`config.mk`:
```
export PLATFORM = sky130hd
export DESIGN_NAME = contador_param_updown
export DESIGN_NICKNAME = d
export VERILOG_FILES = /design/src/rtl/contador_pkg.sv /design/src/rtl/contador_next_logic.sv /design/src/rtl/contador_param_updown.sv
export SDC_FILE = /design/constraint.sdc
export NUM_CORES = 1
export LEC_CHECK = 0
export ABC_AREA = 1
export ABC_CLOCK_PERIOD_IN_PS = 1400
export CAP_MARGIN = 20
export CORE_MARGIN = 2
export CORE_UTILIZATION = 42
export DETAILED_ROUTE_END_ITERATION = 8
export GPL_ROUTABILITY_DRIVEN = 0
export HOLD_SLACK_MARGIN = 0.06
export PLACE_DENSITY = 0.74
export SYNTH_ARGS = -nofsm -noshare
export SYNTH_HDL_FRONTEND = slang
export SYNTH_SLANG_ARGS = --single-unit
```
`constraint.sdc`:
```
create_clock -name clk -period 1.4 [get_ports clk]
set_input_delay 0.28 -clock clk [delete_from_list [all_inputs] [get_ports clk]]
set_output_delay 0.28 -clock clk [all_outputs]
set_load 0.005 [all_outputs]
```
`src/rtl/contador_pkg.sv`:
```
// Shared constants and types for the parametrised up/down counter family.
package contador_pkg;

   // Boundary behaviour selected by the MODE parameter.
   localparam int MODE_WRAP = 0;
   localparam int MODE_SAT  = 1;

   // Legal range of the WIDTH parameter.
   localparam int WIDTH_MIN = 2;
   localparam int WIDTH_MAX = 16;

   // Meaning of the up_dn input.
   typedef enum logic {
      DIR_DOWN = 1'b0,
      DIR_UP   = 1'b1
   } dir_e;

endpackage

```
`src/rtl/contador_next_logic.sv`:
```
// Combinational next-count and boundary computation for one enabled step.
// The result is only meaningful when the parent decides to take an enabled
// step; reset and load priority live in the parent.
module contador_next_logic
   import contador_pkg::*;
#(
   parameter int WIDTH = 4,
   parameter int MODE  = MODE_WRAP
) (
   input  logic [WIDTH-1:0] count,
   input  logic [WIDTH-1:0] limit,
   input  logic             up_dn,
   output logic [WIDTH-1:0] count_step,
   output logic             at_bound
);

   localparam logic [WIDTH-1:0] ONE  = WIDTH'(1);
   localparam logic [WIDTH-1:0] ZERO = '0;

   logic above_limit;

   // Boundary: >= on the way up also catches a count left above a lowered limit.
   always_comb begin
      above_limit = (count > limit);
      if (up_dn == DIR_UP) begin
         at_bound = (count >= limit);
      end else begin
         at_bound = (count == ZERO);
      end
   end

   // Next count for an enabled step; boundary is checked first so no overflow.
   always_comb begin
      count_step = count;
      if (up_dn == DIR_UP) begin
         if (!at_bound) begin
            count_step = count + ONE;
         end else if (MODE == MODE_WRAP) begin
            count_step = ZERO;
         end else begin
            // Saturate: hold, but pull an out-of-range count back to limit.
            count_step = above_limit ? limit : count;
         end
      end else begin
         if (count != ZERO) begin
            count_step = above_limit ? limit : (count - ONE);
         end else if (MODE == MODE_WRAP) begin
            count_step = limit;
         end else begin
            count_step = ZERO;
         end
      end
   end

endmodule

```
`src/rtl/contador_param_updown.sv`:
```
// Parametrised up/down modulo counter with runtime limit, parallel load,
// wrap/saturate boundary mode and a registered terminal-count pulse.
// WIDTH is legal in WIDTH_MIN..WIDTH_MAX; RESET_VAL must fit in WIDTH bits.
module contador_param_updown
   import contador_pkg::*;
#(
   parameter int WIDTH     = 4,
   parameter int MODE      = MODE_WRAP,
   parameter int RESET_VAL = 0
) (
   input  logic             clk,
   input  logic             reset,
   input  logic             en,
   input  logic             up_dn,
   input  logic             load,
   input  logic [WIDTH-1:0] load_val,
   input  logic [WIDTH-1:0] limit,
   output logic [WIDTH-1:0] count,
   output logic             tc,
   output logic             at_bound
);

   localparam logic [WIDTH-1:0] RESET_CNT = RESET_VAL[WIDTH-1:0];

   logic [WIDTH-1:0] count_step;
   logic [WIDTH-1:0] load_clip;

   contador_next_logic #(
      .WIDTH (WIDTH),
      .MODE  (MODE)
   ) u_next (
      .count      (count),
      .limit      (limit),
      .up_dn      (up_dn),
      .count_step (count_step),
      .at_bound   (at_bound)
   );

   // Loaded values are clamped into the legal range 0..limit.
   always_comb begin
      load_clip = (load_val > limit) ? limit : load_val;
   end

   // Count/tc registers with reset > load > en priority.
   always_ff @(posedge clk) begin
      if (reset) begin
         count <= RESET_CNT;
         tc    <= 1'b0;
      end else if (load) begin
         count <= load_clip;
         tc    <= 1'b0;
      end else if (en) begin
         count <= count_step;
         tc    <= at_bound;
      end else begin
         tc    <= 1'b0;
      end
   end

endmodule

```
# After elaboration in Yosys (flattened, before gate mapping)
# Index checks and enable logic that the tools add are counted.
# totals
reg_bits	5
in_bits	13
out_inout_bits	6
word_cells	20
# op_classes
add_sub_neg	2
n_lt_le_gt_ge	3
muxes	8
bitwise	1
reduce_logical	4
# ops
operator	count
$mux W4	7
$gt A4 B4 Y1	2
$add A4 B1 Y4 const B	1
$ge A4 B4 Y1	1
$logic_not A4 Y1	1
$reduce_bool A4 Y1	1
$sub A4 B1 Y4 const B	1
$reduce_or A3 Y1	1
$reduce_bool A2 Y1	1
$mux W1	1
$not A1 Y1	1

# Longest topological paths before layout
# logic_depth
ltp_word	6
depth_mapped	14

# Cells and area by module
# Synthesis repeated with hierarchy kept, for this count alone.
# unflattened
hier_cells	117
area_unflattened_um2	750.7
# by_module_without_submodules
module	n_inst	cells_each	area_each_um2	seq_area_each_um2
contador_param_updown	1	58	392.9	100.1
contador_next_logic	1	59	357.8	0.0

# Least setup slack after synthesis
# Ideal clock, no wire load.
# synth_timing
path_kind	reg2out
from	register count[2]
to	output port at_bound
arrival_time_ps	1281
required_time_ps	1120
path_slack_ps	-161
path_stages_with_launch	10
path_buffers	0
cell_sequence	dfxtp_1 > ha_1 > nand2_1 > inv_1 > nand3_2 > nand2_1 > nor2_1 > inv_1 > nand2_1 > inv_1
# synth_via
elab_chain_len	2
elab_cells_between_ends	3
# synth_rtl
item	line_no	source
from (decl)	contador_param_updown.sv:18	output logic [WIDTH-1:0] count,
from (signal assigned)	contador_param_updown.sv:50	count <= load_clip;
from (signal assigned)	contador_param_updown.sv:53	count <= count_step;
$ge A4 B4 Y1 / $logic_not A4 Y1 (equally long branches)	contador_next_logic.sv:26, contador_next_logic.sv:28	
$mux W1 (*)	contador_next_logic.sv:25	if (up_dn == DIR_UP) begin
to (decl)	contador_param_updown.sv:20	output logic at_bound
# Mark *: on every way between the ends. The rest lies on a longest branch, timed or not.

# Worst setup path after layout
# Ends and elaborated chain as after synthesis.

==> results.py <==
metrics = {
    "outcome": {
        "status": "complete, but fails checks",
        "violations": "setup timing",
    },
    "clock_network": {
        "cts_sinks": 5,
        "clockBufferDepth": 2,
        "insertion_delay_ps": 240,
        "cts_buffers": 3,
        "h-tree-depth": 1,
        "clk_pin_slew_worst_paths_ps": 50,
        "cts_tree": "built",
        "clockRootBuffer": "clkbuf_4",
        "hold_buffers": 0,
    },
    "drt": {
        "wl_met2_mm": 1.24,
        "firstDrtPassIters": 4,
        "drt-initial-drc-count": 28,
        "highest_layer": "met4",
        "vias": 950,
        "drtAntennaViolNets": 0,
        "drcViolationCount": 0,
        "avgRoutedWirePerCell_microns": 13.4,
        "met3WireLength_microns": 129,
        "via_per_inst": 5.34,
        "drt-total-wl_mm": 2.38,
        "wl_met1_microns": 952,
    },
    "timing": {
        "worst_hold_slack_ps": 599,
        "setup_ws_ps": -329,
        "skew_ps": 7.71,
        "rsz0062_at_grt": "true",
        "hold_viol_final": 0,
        "finalCritPeriodShare_pct": 124,
        "maxSlewViolCount": 0,
        "max_slew_margin_pct": 84.0,
        "setup_violations": 5,
        "max_freq_mhz": 578,
        "worstMarginPinSlew_ps": 238,
        "finalCriticalPeriod_ps": 1730,
    },
    "grt": {
        "grt_use_total_pct": 28.2,
        "antenna_found_initial": 0,
        "overflow": 0,
        "grt_max_degree": 9,
        "grt_pass1_vias": 921,
        "grt_pass1_wl_mm": 4.11,
    },
    "die": {
        "rows": 14,
        "dieArea_sq_um": 1990,
        "ios": 19,
        "core_area_sq_um": 1520,
        "start_util_pct": 45.6,
        "die_x_microns": 44.7,
        "fp.dieH_microns": 44.7,
    },
    "logic_synthesis": {
        "synth_top_family_by_area": "simple AND/OR/NAND/NOR gates",
        "synthFlopType": "dfxtp_1",
        "netlist_area_sq_um": 694,
        "yosys.area.top_type_share_pct": 19.8,
        "synth_area_leaders": "ha_1 20%, nand2_1 17%, dfxtp_1 14%",
        "synthAdderAreaFrac_pct": 19.8,
        "yosysMostFrequentCell": "nand2_1",
        "muxShareOfSynthArea_pct": 0,
        "synth-simple-area-share_pct": 39.8,
        "avgSynthCellArea_sq_um": 6.04,
        "synthCells": 115,
        "synth_top_cells_by_count": "31 x nand2_1, 17 x inv_1, 15 x nand3_1, 11 x ha_1, 10 x a21oi_1",
        "yosys_warnings": 0,
        "synth_compound_area_share_pct": 13.7,
        "synth_enable_flop_cells": 0,
        "ys_seq_area_share_pct": 14.4,
        "synth_xor_area_share_pct": 2.52,
        "yosysUniqueCellTypes": 17,
        "async_reset_ff_share_pct": 0,
        "yosys.area.top_type": "ha_1",
        "syn_nets": 139,
        "ys_ff_latch": 5,
    },
    "setup_path": {
        "critPathKind": "flop to output port",
        "cp-start-kind": "flop",
        "worstSetupEndpointType": "output port",
        "crit_required_ps": 1120,
        "crit_arrival_ps": 1450,
        "critPathMaxFanout": 2,
    },
    "pwr": {
        "ir_drop_mv": 0.767,
        "power_density_nw_per_um2": 754,
        "leakage_nw": 0.640,
        "finalPower_w": 0.000957,
    },
    "finish": {
        "final_util_pct": 83.3,
        "antenna_cells": 0,
        "finalNetCount": 187,
        "fill_cells": 93,
        "multiInputGateArea_sq_um": 687,
        "stdcell_area_sq_um": 1270,
        "regArea_sq_um": 108,
        "syn_to_final_growth_pct": 82.7,
        "drive_gt1_share_pct": 43.2,
    },
    "hold_path": {
        "hp-class": "input pin to flop",
    },
    "placed_design": {
        "numPortBuffers": 18,
        "postPlaceCellArea_sq_um": 1100,
        "place_ws_ps": -977,
        "post-dp-hpwl_mm": 1.64,
    },
    "job": {
        "drv_cap": 0,
    },
}
==> layout by cell type (no fill, tap or decap), drive strengths merged <==
cell	count
xnor2	1
ha	11
inv	18
dlymetal6s2s	1
nand2	33
nor2	9
clkbuf	4
clkdlybuf4s15	1
clkdlybuf4s50	5
buf	26
dfxtp	5
o21ai	5
nand4	3
a21oi	11
dlygate4sd2	10
nand3	17
xor2	1
o31ai	1
==> critical path, stage by stage (launching register included) <==
cell,delay [ps]
dfxtp_4,350
ha_4,230
nand2_2,60
inv_2,40
nand2_1,80
nand2_2,80
nor2_4,120
inv_2,40
nand2_2,60
inv_1,40
buf_2,120
==> sequential cells by signal, summed over array words and instances, names as in the netlist <==
name / cells
count: 4
tc: 1
==> routing by layer <==
layer	GRT usage, %	vias up
li1	-	471
met4	4.85	0
met5	0	-
met2	49.3	36
met1	35.6	435
met3	5.71	8
==> worst paths after layout <==
| kind | to | slack (ps) | start | cells after the start |
|---|---|---|---|---|
| setup reg to reg | count[1] | -310 | count[2] | 14 |
| hold / removal | count[0] | 600 | load_val[0] | 5 |
| hold reg to reg | count[0] | 680 | count[0] | 3 |
| setup / recovery | at_bound | -330 | count[2] | 10 |
==> stage by stage <==
stage	TNS (ps)	std cells
4_1_cts	-1480	180
2_1_floorplan	-26.2	115
6_report	-1390	178
3_3_place_gp	-3970	169
5_1_grt	-1800	178
3_5_place_dp	-4340	169
==> cell families (layout without fill, tap and decap cells) <==
family | after synthesis | after routing
AND/OR/NAND/NOR | 62 | 62
AO/OA/AOI/OAI | 17 | 17
adder cells (fa/ha/maj) | 11 | 11
flip-flops | 5 | 5
XOR/XNOR | 2 | 2
buffers and inverters | 18 | 65
==> where the power goes <==
group / internal (W) / switching [W] / leakage (nW)
clock network: 0.000108 / 0.0000578 / 0.0150
registers: 0.000160 / 0.0000142 / 0.0429
logic: 0.000297 / 0.000320 / 0.582
==> layout make-up <==
type,instances,share of cell area (%)
Multi-Input combinational cell,92,54.1
Timing Repair Buffer,43,28.4
Sequential cell,5,8.48
Inverter,18,5.33
Clock buffer,4,2.07
Tap cell,16,1.58
==> timing repair <==
item | in CTS | in global routing
pin swaps | 19 | 7
setup buffers | 9 | 0
endpoints found under the hold margin | 0 | 0
setup endpoints to repair | 10 | 8
gates resized for setup | 34 | 13
(Power assumes the default switching activity.)
